`src/rtl/if_id_skid_stage.sv`:
```
// if_id_skid_stage
//   Fetch-to-decode pipeline stage. Registers each instruction/PC accepted
//   from the ICACHE behind a valid/ready handshake. A second (skid) register
//   absorbs one extra word when decode stalls, so the stage sustains one word
//   per cycle. The immediate-source code and the immediate field are
//   pre-decoded on entry and stored with the word. This lets the immediate
//   extender be driven straight from registers.
//
//   Optional feature: define IFID_ILLEGAL_DETECT_EN to flag unknown opcodes on
//   id_illegal. The flag travels with the word through skid and main. When
//   the macro is undefined, id_illegal is tied to 0.
//
// Ports
//   clk, reset   : rising-edge clock, synchronous active-high reset
//   flush        : redirect; drops main and skid contents and any same-cycle word
//   ic_valid     : ICACHE response handshake (input)
//   ic_ready     : ICACHE response handshake (output, registered, == !skid_valid)
//   ic_instr     : instruction word from the ICACHE
//   ic_pc        : PC of ic_instr
//   id_valid     : decode handshake (output)
//   id_ready     : decode handshake (input)
//   id_instr     : buffered instruction to decode
//   id_pc        : buffered PC to decode
//   id_imm_src   : immediate-source code for the extender
//   id_imm_data  : id_instr[31:7]
//   id_illegal   : unknown-opcode flag (0 unless IFID_ILLEGAL_DETECT_EN)
module if_id_skid_stage #(
  parameter int unsigned       XLEN     = 32,
  parameter logic [XLEN-1:0]   RESET_PC = '0
) (
  input  logic            clk,
  input  logic            reset,
  input  logic            flush,
  input  logic            ic_valid,
  input  logic [XLEN-1:0] ic_instr,
  input  logic [XLEN-1:0] ic_pc,
  output logic            ic_ready,
  output logic            id_valid,
  input  logic            id_ready,
  output logic [XLEN-1:0] id_instr,
  output logic [XLEN-1:0] id_pc,
  output logic [2:0]      id_imm_src,
  output logic [24:0]     id_imm_data,
  output logic            id_illegal
);

  localparam logic [XLEN-1:0] NOP = XLEN'(32'h0000_0013);

  logic            skid_valid;
  logic [XLEN-1:0] skid_instr;
  logic [XLEN-1:0] skid_pc;
  logic [2:0]      skid_imm_src;
  logic [24:0]     skid_imm_data;

  logic [2:0]      in_imm_src;
  logic [24:0]     in_imm_data;

  logic accept;
  logic main_free;
  logic main_from_skid;
  logic main_from_in;
  logic skid_load;
  logic skid_valid_nxt;

  // Main can take a word when it is empty or its word is consumed this cycle.
  assign accept         = ic_valid & ic_ready;
  assign main_free      = ~id_valid | id_ready;
  // Skid is always older than the incoming word, so it drains first.
  assign main_from_skid = main_free & skid_valid;
  assign main_from_in   = main_free & ~skid_valid & accept;
  assign skid_load      = accept & (~main_free | skid_valid);

  always_comb begin
    skid_valid_nxt = skid_valid;
    if (skid_load)
      skid_valid_nxt = 1'b1;
    else if (main_from_skid)
      skid_valid_nxt = 1'b0;
  end

  // Immediate-source pre-decode of the incoming word.
  always_comb begin
    in_imm_src = 3'b000;
    case (ic_instr[6:0])
      7'b0000011: in_imm_src = 3'b111;
      7'b0010011: begin
        case (ic_instr[14:12])
          3'b001:  in_imm_src = 3'b110;
          3'b101:  in_imm_src = ic_instr[30] ? 3'b101 : 3'b110;
          default: in_imm_src = 3'b000;
        endcase
      end
      7'b0100011: in_imm_src = 3'b001;
      7'b1100011: in_imm_src = 3'b010;
      7'b1101111: in_imm_src = 3'b011;
      7'b0110111,
      7'b0010111: in_imm_src = 3'b100;
      default:    in_imm_src = 3'b000;
    endcase
  end

  assign in_imm_data = ic_instr[31:7];

  // Handshake state. ic_ready is registered from the next skid state so it
  // drops the cycle after skid fills.
  always_ff @(posedge clk) begin
    if (reset || flush) begin
      id_valid   <= 1'b0;
      skid_valid <= 1'b0;
      ic_ready   <= 1'b1;
    end else begin
      if (main_free)
        id_valid <= skid_valid | accept;
      skid_valid <= skid_valid_nxt;
      ic_ready   <= ~skid_valid_nxt;
    end
  end

  // Payload registers hold their contents on flush.
  always_ff @(posedge clk) begin
    if (reset) begin
      id_instr      <= NOP;
      id_pc         <= RESET_PC;
      id_imm_src    <= 3'b000;
      id_imm_data   <= 25'h0;
      skid_instr    <= NOP;
      skid_pc       <= RESET_PC;
      skid_imm_src  <= 3'b000;
      skid_imm_data <= 25'h0;
    end else if (!flush) begin
      if (main_from_skid) begin
        id_instr    <= skid_instr;
        id_pc       <= skid_pc;
        id_imm_src  <= skid_imm_src;
        id_imm_data <= skid_imm_data;
      end else if (main_from_in) begin
        id_instr    <= ic_instr;
        id_pc       <= ic_pc;
        id_imm_src  <= in_imm_src;
        id_imm_data <= in_imm_data;
      end
      if (skid_load) begin
        skid_instr    <= ic_instr;
        skid_pc       <= ic_pc;
        skid_imm_src  <= in_imm_src;
        skid_imm_data <= in_imm_data;
      end
    end
  end

`ifdef IFID_ILLEGAL_DETECT_EN
  logic in_illegal;
  logic skid_illegal;

  // Every listed opcode ends in 2'b11, so a compressed encoding is also illegal.
  always_comb begin
    in_illegal = 1'b1;
    case (ic_instr[6:0])
      7'b0000011, 7'b0010011, 7'b1100111, 7'b0100011,
      7'b1100011, 7'b1101111, 7'b0110111, 7'b0010111,
      7'b0110011, 7'b1110011, 7'b0001111: in_illegal = 1'b0;
      default:                            in_illegal = 1'b1;
    endcase
  end

  always_ff @(posedge clk) begin
    if (reset) begin
      id_illegal   <= 1'b0;
      skid_illegal <= 1'b0;
    end else if (!flush) begin
      if (main_from_skid)
        id_illegal <= skid_illegal;
      else if (main_from_in)
        id_illegal <= in_illegal;
      if (skid_load)
        skid_illegal <= in_illegal;
    end
  end
`else
  assign id_illegal = 1'b0;
`endif

endmodule

```
`config.mk`:
```
export PLATFORM = sky130hd
export DESIGN_NAME = if_id_skid_stage
export DESIGN_NICKNAME = d
export VERILOG_FILES = /design/src/rtl/if_id_skid_stage.sv
export SDC_FILE = /design/constraint.sdc
export NUM_CORES = 1
export LEC_CHECK = 0
export CORE_AREA = 2 2 152 154
export CTS_CLUSTER_DIAMETER = 30
export DETAILED_ROUTE_END_ITERATION = 8
export DIE_AREA = 0 0 154 156
export SYNTH_ARGS = -nofsm -noshare
export SYNTH_HDL_FRONTEND = slang
export SYNTH_SLANG_ARGS = --single-unit
export TNS_END_PERCENT = 5
```
`constraint.sdc`:
```
create_clock -name clk -period 1.8 [get_ports clk]
set_input_delay 0.18 -clock clk [delete_from_list [all_inputs] [get_ports clk]]
set_output_delay 0.18 -clock clk [all_outputs]
set_load 0.01 [all_outputs]
```
Word level (Yosys, flattened, before mapping)
Cells that the tools add are included.

cells by class
  eq/ne operators = 9
  reduce and logical (&&, ||, !) cells = 5
  multiplexer cells = 13
  bitwise logic cells = 13

operators by type and width
  cell                                                                    number
  32-bit two-way mux                                                      4
  25-bit two-way mux                                                      2
  3-bit one-hot mux with 6 select lines                                   1
  7-bit by 5-bit equality test with 1-bit output (second input constant)  2
  7-bit by 6-bit equality test with 1-bit output (second input constant)  2
  7-bit equality test (second input constant)                             2
  7-bit by 2-bit equality test with 1-bit output (second input constant)  1
  3-bit two-way mux                                                       2
  3-bit one-hot mux with 2 select lines                                   1
  1-bit AND                                                               5
  1-bit NOT                                                               5
  2-bit AND reduction                                                     2
  3-bit by 1-bit equality test with 1-bit output (second input constant)  1
  3-bit equality test (second input constant)                             1
  1-bit bitwise OR                                                        3
  1-bit two-way mux                                                       2
  2-bit two-way mux                                                       1
  2-bit nonzero test                                                      1
  2-bit OR reduction                                                      1
  1-bit logical OR                                                        1

word-level totals
  input port bits = 69
  register bits after elaboration = 187
  word-level logic and storage cells = 51
  output and inout bits = 95

Logic depth before layout (Yosys ltp)
Gate-level depths: netlist (run 1).

  depth after elaboration = 7
  depth in mapped cells = 8
  gate-level depth less buffers = 5

Worst setup path after synthesis (run 1)
Ideal clock, no wire load.

  path kind = reg-to-reg
  from = register id_valid
  to = register skid_instr[10]
  required time = 1668 ps
  stages on the path, launching flop included = 9
  arrival time = 1425 ps
  path buffers = 3
  setup time = 132 ps
  slack = 243 ps
  clock period less this slack = 1557 ps
  path through = dfxtp_1 -> nor2b_4 -> o211ai_2 -> or2_1 -> clkbuf_1 -> buf_4 -> buf_2 -> nand2_1 -> a21oi_1

between the ends
  word-level cells in the longest chain between the ends = 6

RTL lines
  element                        line  text
  from (decl)                    38    output logic id_valid,
  from (signal assigned)         113   id_valid <= skid_valid | accept;
  1-bit NOT                      67    assign main_free = ~id_valid | id_ready;
  1-bit bitwise OR               67
  1-bit NOT                      71    assign skid_load = accept & (~main_free | skid_valid);
  1-bit bitwise OR               71
  1-bit AND                      71
  2-bit AND reduction (no line)  -
  to (signal assigned)           143   skid_instr <= ic_instr;
  to (decl)                      50    logic [XLEN-1:0] skid_instr;

No other way between the ends.
A chain may end at the register's enable or synchronous reset.

Worst setup path in the final report (run 1)
  from = register ic_ready
  to = register id_pc[29]

between the ends
  word-level cells in the longest chain between the ends = 4

RTL lines
  element                        line  text
  from (decl)                    37    output logic ic_ready,
  from (signal assigned)         115   ic_ready <= ~skid_valid_nxt;
  1-bit AND                      66    assign accept = ic_valid & ic_ready;
  1-bit AND                      70    assign main_from_in = main_free & ~skid_valid & accept;
  2-bit nonzero test (no line)   -
  2-bit AND reduction (no line)  -
  to (signal assigned)           133   id_pc <= skid_pc;
  to (signal assigned)           138   id_pc <= ic_pc;
  to (decl)                      41    output logic [XLEN-1:0] id_pc,

No other way between the ends.

==> flow_summary.toml, run 1 <==
[sta]
post-route-min-period_ps = 1739
rsz0062_at_grt = "true"
max-slew-margin-rel_pct = 64.25
timing_hold_violations_final = 0
slew_viol_final = 0
final-setup-viol-count = 0
period_share_pct = 96.58
clock_skews_ps = 6.061
max_freq_mhz = 575.2
timing_worst_slew_pin_value_ps = 534.9

[clock_network]
cts.sinks = 137
cts.clk_slew.worst_paths_ps = 60
post_cts_buffers = 0
cts_buf_count = 17
maximum_number_of_buffers_from_clock_root_to_sink = 2
clk_tree_root_cell = "sky130_fd_sc_hd__clkbuf_16"
cts.htree.levels = 4
clk-insertion-delay-late_ps = 410
cts_tree = "done"

[floorplan]
floorplan.die_area_sq_um = 24020
row_count = 55
coreArea_sq_um = 22370
io_pins = 164
initial_utilization_pct = 24.60
die_height_microns = 156
die_w_microns = 154

[routing]
route.detailed.vias_per_inst = 4.697
drt_drc_violations_left = 0
detail_route.wl_per_cell_microns = 15.35
route.vias.total = 5073
totalWireLength_mm = 16.58
firstDrtPassIters = 4
drtAntennaViolNets = 0
starting_drc_count_in_detailed_routing = 224

[synthesis]
number_of_flops_mapped_to_enable_cells_by_yosys = 0
synth_area_per_cell_sq_um = 8.399
synthTopCellsByArea = "sky130_fd_sc_hd__dfxtp_1 (50%), sky130_fd_sc_hd__a221oi_1 (9.4%), sky130_fd_sc_hd__nand2_1 (9.3%)"
synth.top_cell.area_share_pct = 49.85
sequential_element_share_of_the_synthesized_area_pct = 49.85
yosysTopAreaCell = "sky130_fd_sc_hd__dfxtp_1"
synth.distinct_cells = 37
synth_ff_type = "sky130_fd_sc_hd__dfxtp_1"
synth_seq_cells = 137
syn-instance-count = 655
syn-cell-area_sq_um = 5502
synthesis.yosys.warnings = 0
mappedNetlistNets = 724
synth_async_sr_flop_share_pct = 0

[worst_setup_path]
worst_r2r_endpoint = "id_pc[29]$_SDFFE_PP0P_"
crit_arrival_ps = 2030
crit_path_end_kind = "flip-flop"
worst_path_largest_cell_delay_ps = 540
rrSetupSlack_ps = 60
timing_worst_setup_path_type = "reg2reg"
critical_path_peak_fanout = 20
crit_path_cell_trace = "a21oi_1 -> or3_2 -> buf_4 -> a221oi_1 -> nor3_1"
critPathLaunchType = "flip-flop"
reg2reg_from = "ic_ready$_SDFF_PP1_"
cp.required_ps = 2100
critical-path-slowest-cell = "sky130_fd_sc_hd__or3_2"
r2r_worst_path_depth = 5

[power_and_ir_drop]
power_density_nw_per_um2 = 939.2
static-leakage-power_nw = 2.697
pnr_total_power_w = 0.007435
vdd_ir_drop_max_mv = 0.5072

[global_route]
overflow = 0
global_route.usage.total_pct = 13.74
grt_max_degree = 47
global_route_wire_length_before_repair_mm = 26.05
grt_pass1_vias = 4725
number_of_antenna_violations_at_the_first_check_in_global_routing = 0

[worst_hold_path]
worstHoldPathCells = 2
beginning_of_the_worst_hold_path = "reset"
hold_path_class = "in2reg"
hold_end = "skid_pc[31]$_SDFFE_PP0P_"

[status]
outcome = "finished clean"

[finish]
drive_gt1_share_pct = 9.308
fillerInstances = 2286
final_cell_count_no_fill = 1080
antennaDiodeCount = 0
flow.area_growth_from_synthesis_pct = 43.89
design.final.nets = 855
area_occupied_by_multi_input_gates_sq_um = 2282
final-seq-area_sq_um = 2743

[place]
numPortBuffers = 162
gp_congestion = 0.7097
place.detailed.hpwl_mm = 11.03
place_inst = 1052

[job]
cap_violations = 0
-- worst max-delay path: cells and delay by family (launching register included) --
| family | cells | cell delay (ps) |
|---|---|---|
| flops | 1 | 390 |
| compound gates | 2 | 370 |
| buf+inv | 1 | 240 |
| simple gates | 2 | 620 |
-- timing repair --
action | in CTS | in global routing
gates resized for setup | 0 | 3
endpoints found under the setup margin | 0 | 6
hold buffers | 0 | 0
-- Yosys cell counts (2+ instances only) --
library cell               instances
sky130_fd_sc_hd__nand2_1         137
sky130_fd_sc_hd__buf_1             3
sky130_fd_sc_hd__nand2b_1          2
sky130_fd_sc_hd__buf_4            28
sky130_fd_sc_hd__a221oi_1         59
sky130_fd_sc_hd__dfxtp_1         137
sky130_fd_sc_hd__mux2i_1           3
sky130_fd_sc_hd__o221ai_1          2
sky130_fd_sc_hd__nor2_1           69
sky130_fd_sc_hd__a21oi_1          67
sky130_fd_sc_hd__clkbuf_1         28
sky130_fd_sc_hd__nand3b_1          3
sky130_fd_sc_hd__buf_2            17
sky130_fd_sc_hd__a221oi_2          2
sky130_fd_sc_hd__a211o_1           4
sky130_fd_sc_hd__buf_6             8
sky130_fd_sc_hd__nor3_1           66
-- final cells by class --
class | count | area share [%]
repair buffers | 196 | 25.15
multi-input cells | 432 | 28.83
clock buffers | 18 | 5.421
well taps | 285 | 4.505
inverters | 2 | 0.09483
flip-flops and latches | 137 | 34.65
clock inverters | 10 | 1.359
-- layout by cell type (no fill, tap or decap), drive strengths merged, types with 4 or more instances in the layout --
cell	instances
nor3	67
nand2	137
a21oi	67
clkbuf	18
dfxtp	137
clkdlybuf4s50	161
nor2	70
a211o	4
a221oi	61
buf	35
clkinv	5
-- kinds of logic (layout without fill, tap and decap cells) --
family	after synthesis	after routing	share of synthesized area, %
AND/OR/NAND/NOR	287	287	22.13
AO/OA/AOI/OAI	140	140	17.99
flip-flops	137	137	49.85
buffers and inverters	86	226	9.256
multiplexers	3	3	0.5458
other	1	1	0.06816
XOR/XNOR	1	1	0.1592
-- power breakdown --
part | internal [W] | total [W] | switching [W]
Clock | 0.00199 | 0.00327 | 0.00128
Sequential | 0.00315 | 0.00323 | 0.0000762
Combinational | 0.000523 | 0.000937 | 0.000414
Total | 0.00567 | 0.00744 | 0.00177
-- worst max-delay path by stage --
| stage | slack (ps) | endpoint | startpoint |
|---|---|---|---|
| 5_1_grt | -20 | id_pc[29]$_SDFFE_PP0P_ | ic_ready$_SDFF_PP1_ |
| 3_3_place_gp | -180 | id_pc[29]$_SDFFE_PP0P_ | ic_valid |
| 4_1_cts | 40 | id_pc[29]$_SDFFE_PP0P_ | ic_ready$_SDFF_PP1_ |
| 2_1_floorplan | 240 | skid_instr[10]$_SDFFE_PP0P_ | id_valid$_SDFFE_PP0N_ |
| 6_report | 60 | id_pc[29]$_SDFFE_PP0P_ | ic_ready$_SDFF_PP1_ |
| 3_5_place_dp | -220 | id_pc[29]$_SDFFE_PP0P_ | ic_valid |
-- registers in the layout, indices dropped and copies added (netlist names) --
signal and cells:
id_valid 1, skid_imm_src 3, id_pc 32, skid_instr 32, id_imm_src 3, skid_pc 32, ic_ready 1, skid_valid 1
id_instr 32
-- per-stage QoR --
stage	area (sq um)	utilization [%]	setup slack, ps	hold WS [ps]	TNS (ps)
2_1_floorplan	5502	-	243.2	259.3	0
3_3_place_gp	7363	32.92	-181.0	441.4	-8981
3_5_place_dp	7363	32.92	-223.7	446.5	-10370
4_1_cts	7900	35.32	43.92	214.1	0
5_1_grt	7916	35.40	-16.39	220.6	-33.82
6_report	7916	35.40	61.48	222.5	0
-- routing by layer --
metal,wire (microns),GRT usage (%)
met1,7293,16.96
met2,8376,23.57
met3,769,3.861
met4,136,3.649
met5,0,0
(Power assumes the default switching activity.)
==> run 2: changes to the inputs <==
==> constraint.sdc (replaced) <==
create_clock -name clk -period 1.6 [get_ports clk]
set_input_delay 0.16 -clock clk [delete_from_list [all_inputs] [get_ports clk]]
set_output_delay 0.16 -clock clk [all_outputs]
set_load 0.01 [all_outputs]
==> run 2 against run 1 <==
Effect of this change:
- clock skew up 2.4 ps
- clock power rose by 27%
- flip-flop and latch count is the same
- worst hold slack better by 27 ps
- utilization increased by 1.3 points
- power increased by 19%
- register-to-register slack is essentially flat
- global-route usage about the same
- combinational power grew 16%
- critical path depth rose by 3
- critical path type unchanged
- critical endpoint is now id_instr[5]$_SDFFE_PP0P_
- largest cell class unchanged
- largest power group unchanged
==> flow_summary.toml, run 2 (same netlist as run 1, synthesis figures left out) <==
[finish]
fillerInstances = 2243
antennaDiodeCount = 0
final_common_cell = "sky130_fd_sc_hd__clkdlybuf4s50_1"
drive_gt1_share_pct = 12.19
layout.cells.most_common_list = "sky130_fd_sc_hd__clkdlybuf4s50_1 (160), sky130_fd_sc_hd__nand2_1 (137), sky130_fd_sc_hd__dfxtp_1 (136)"
flow.area_growth_from_synthesis_pct = 49.26
design.final.nets = 868
final_design_area_no_fill_sq_um = 8212

[floorplan]
row_count = 55
floorplan.die_area_sq_um = 24020
die_height_microns = 156
coreArea_sq_um = 22370
die_w_microns = 154
io_pins = 164
initial_utilization_pct = 24.60

[power_and_ir_drop]
clkPwrFrac_pct = 46.8
p_int_w = 0.006817
power_frac_comb_pct = 12.3
power_density_nw_per_um2 = 1081
pwr-share-seq_pct = 40.9
static-leakage-power_nw = 2.831
vdd_ir_drop_max_mv = 0.5502
swShare_pct = 23.19
netSwitchingPower_w = 0.002058

[global_route]
grt_max_degree = 49
overflow = 0
global_route_wire_length_before_repair_mm = 26.28
grt_pass1_vias = 4848
global_route.usage.total_pct = 13.78
number_of_antenna_violations_at_the_first_check_in_global_routing = 0

[worst_setup_path]
critPathLaunchType = "flip-flop"
crit_path_end_kind = "flip-flop"
cp.required_ps = 1890
critical_path_peak_fanout = 10
crit_arrival_ps = 1820
timing_worst_setup_path_type = "reg2reg"

[sta]
post-route-min-period_ps = 1527
rsz0062_at_grt = "true"
max_freq_mhz = 655.0
timing_hold_violations_final = 0
timing_worst_slew_pin_value_ps = 580.9
max-slew-margin-rel_pct = 61.27
period_share_pct = 95.42
clock_skews_ps = 8.501
slew_viol_final = 0
final-setup-viol-count = 0
worst_hold_slack_ps = 249.4

[clock_network]
cts.htree.levels = 4
clk-insertion-delay-late_ps = 410
post_cts_hold_fix_bufs = 0
cts.clk_slew.worst_paths_ps = 60
cts_buf_count = 17
clk_tree_root_cell = "sky130_fd_sc_hd__clkbuf_16"
maximum_number_of_buffers_from_clock_root_to_sink = 2
cts.sinks = 137
cts_tree = "done"

[place]
gp_congestion = 0.7326
numPortBuffers = 162
placed_cell_area_sq_um = 7456
place.detailed.hpwl_mm = 11.01

[routing]
totalWireLength_mm = 16.54
drt_drc_violations_left = 0
drtAntennaViolNets = 0
route.vias.total = 5132
firstDrtPassIters = 5
route.detailed.vias_per_inst = 4.678
detail_route.wl_per_cell_microns = 15.07
starting_drc_count_in_detailed_routing = 229

[status]
outcome = "finished clean"

[job]
cap_violations = 0

[worst_hold_path]
hold_path_class = "in2reg"
run 2: worst max-delay path, cell delays in order, from the launching register on:
cell	delay, ps
sky130_fd_sc_hd__dfxtp_2	320
sky130_fd_sc_hd__nor2b_4	180
sky130_fd_sc_hd__buf_4	140
sky130_fd_sc_hd__nor2_4	40
sky130_fd_sc_hd__buf_12	140
sky130_fd_sc_hd__buf_4	140
sky130_fd_sc_hd__buf_4	150
sky130_fd_sc_hd__a221oi_1	240
sky130_fd_sc_hd__nor3_1	70
run 2: through the flow:
stage	std cells	setup WS (ps)	util [%]	power, W	setup TNS (ps)
2_1_floorplan	655	43.20	-	0.004175	0
3_3_place_gp	1061	-403.3	33.34	0.004781	-28980
3_5_place_dp	1061	-392.1	33.34	0.004793	-30570
4_1_cts	1097	12.65	36.38	0.008999	0
5_1_grt	1097	-3.634	36.72	0.009248	-6.704
6_report	1097	73.25	36.72	0.008874	0
run 2: what timing repair did:
action / 4_1_cts / 5_1_grt
buffers inserted: 4 / 0
pin swaps: 1 / 5
gates resized for setup: 4 / 16
setup endpoints to repair: 35 / 33
run 2: worst paths after layout:
check | slack, ps | startpoint | depth (start not counted) | endpoint
max | 70 | id_valid$_SDFFE_PP0N_ | 8 | id_instr[5]$_SDFFE_PP0P_
min | 250 | reset | 2 | skid_pc[6]$_SDFFE_PP0P_
max reg2reg | 70 | id_valid$_SDFFE_PP0N_ | 8 | id_instr[5]$_SDFFE_PP0P_
min reg2reg | 450 | skid_pc[24]$_SDFFE_PP0P_ | 2 | skid_pc[24]$_SDFFE_PP0P_
run 2: cell type report:
type                            count  area (sq um)  area share [%]
Sequential cell                   137          2744           33.41
Multi-Input combinational cell    432          2340           28.49
Timing Repair Buffer              209          2143           26.10
Clock buffer                       21         450.4           5.485
Tap cell                          285         356.6           4.343
Clock inverter                     11         170.2           2.072
Inverter                            2         7.507         0.09142
run 2: per-layer routing:
| layer | share of wire (%) | routed length, microns | up-vias | global-route usage (%) |
|---|---|---|---|---|
| met5 | 0 | 0 | - | 0 |
| met2 | 50 | 8193 | 128 | 22.78 |
| met1 | 45 | 7408 | 2438 | 17.42 |
| li1 | - | - | 2554 | - |
| met3 | 4.6 | 762 | 12 | 3.833 |
| met4 | 1.0 | 171 | 0 | 4.406 |
run 2: power by group through the flow:
stage                     combinational, W  sequential [W]  clock, W
after floorplan                   0.000431         0.00374         0
after global placement             0.00108         0.00370         0
after detailed placement           0.00108         0.00371         0
after CTS                          0.00109         0.00363   0.00427
after global routing               0.00118         0.00365   0.00442
final                              0.00109         0.00363   0.00415
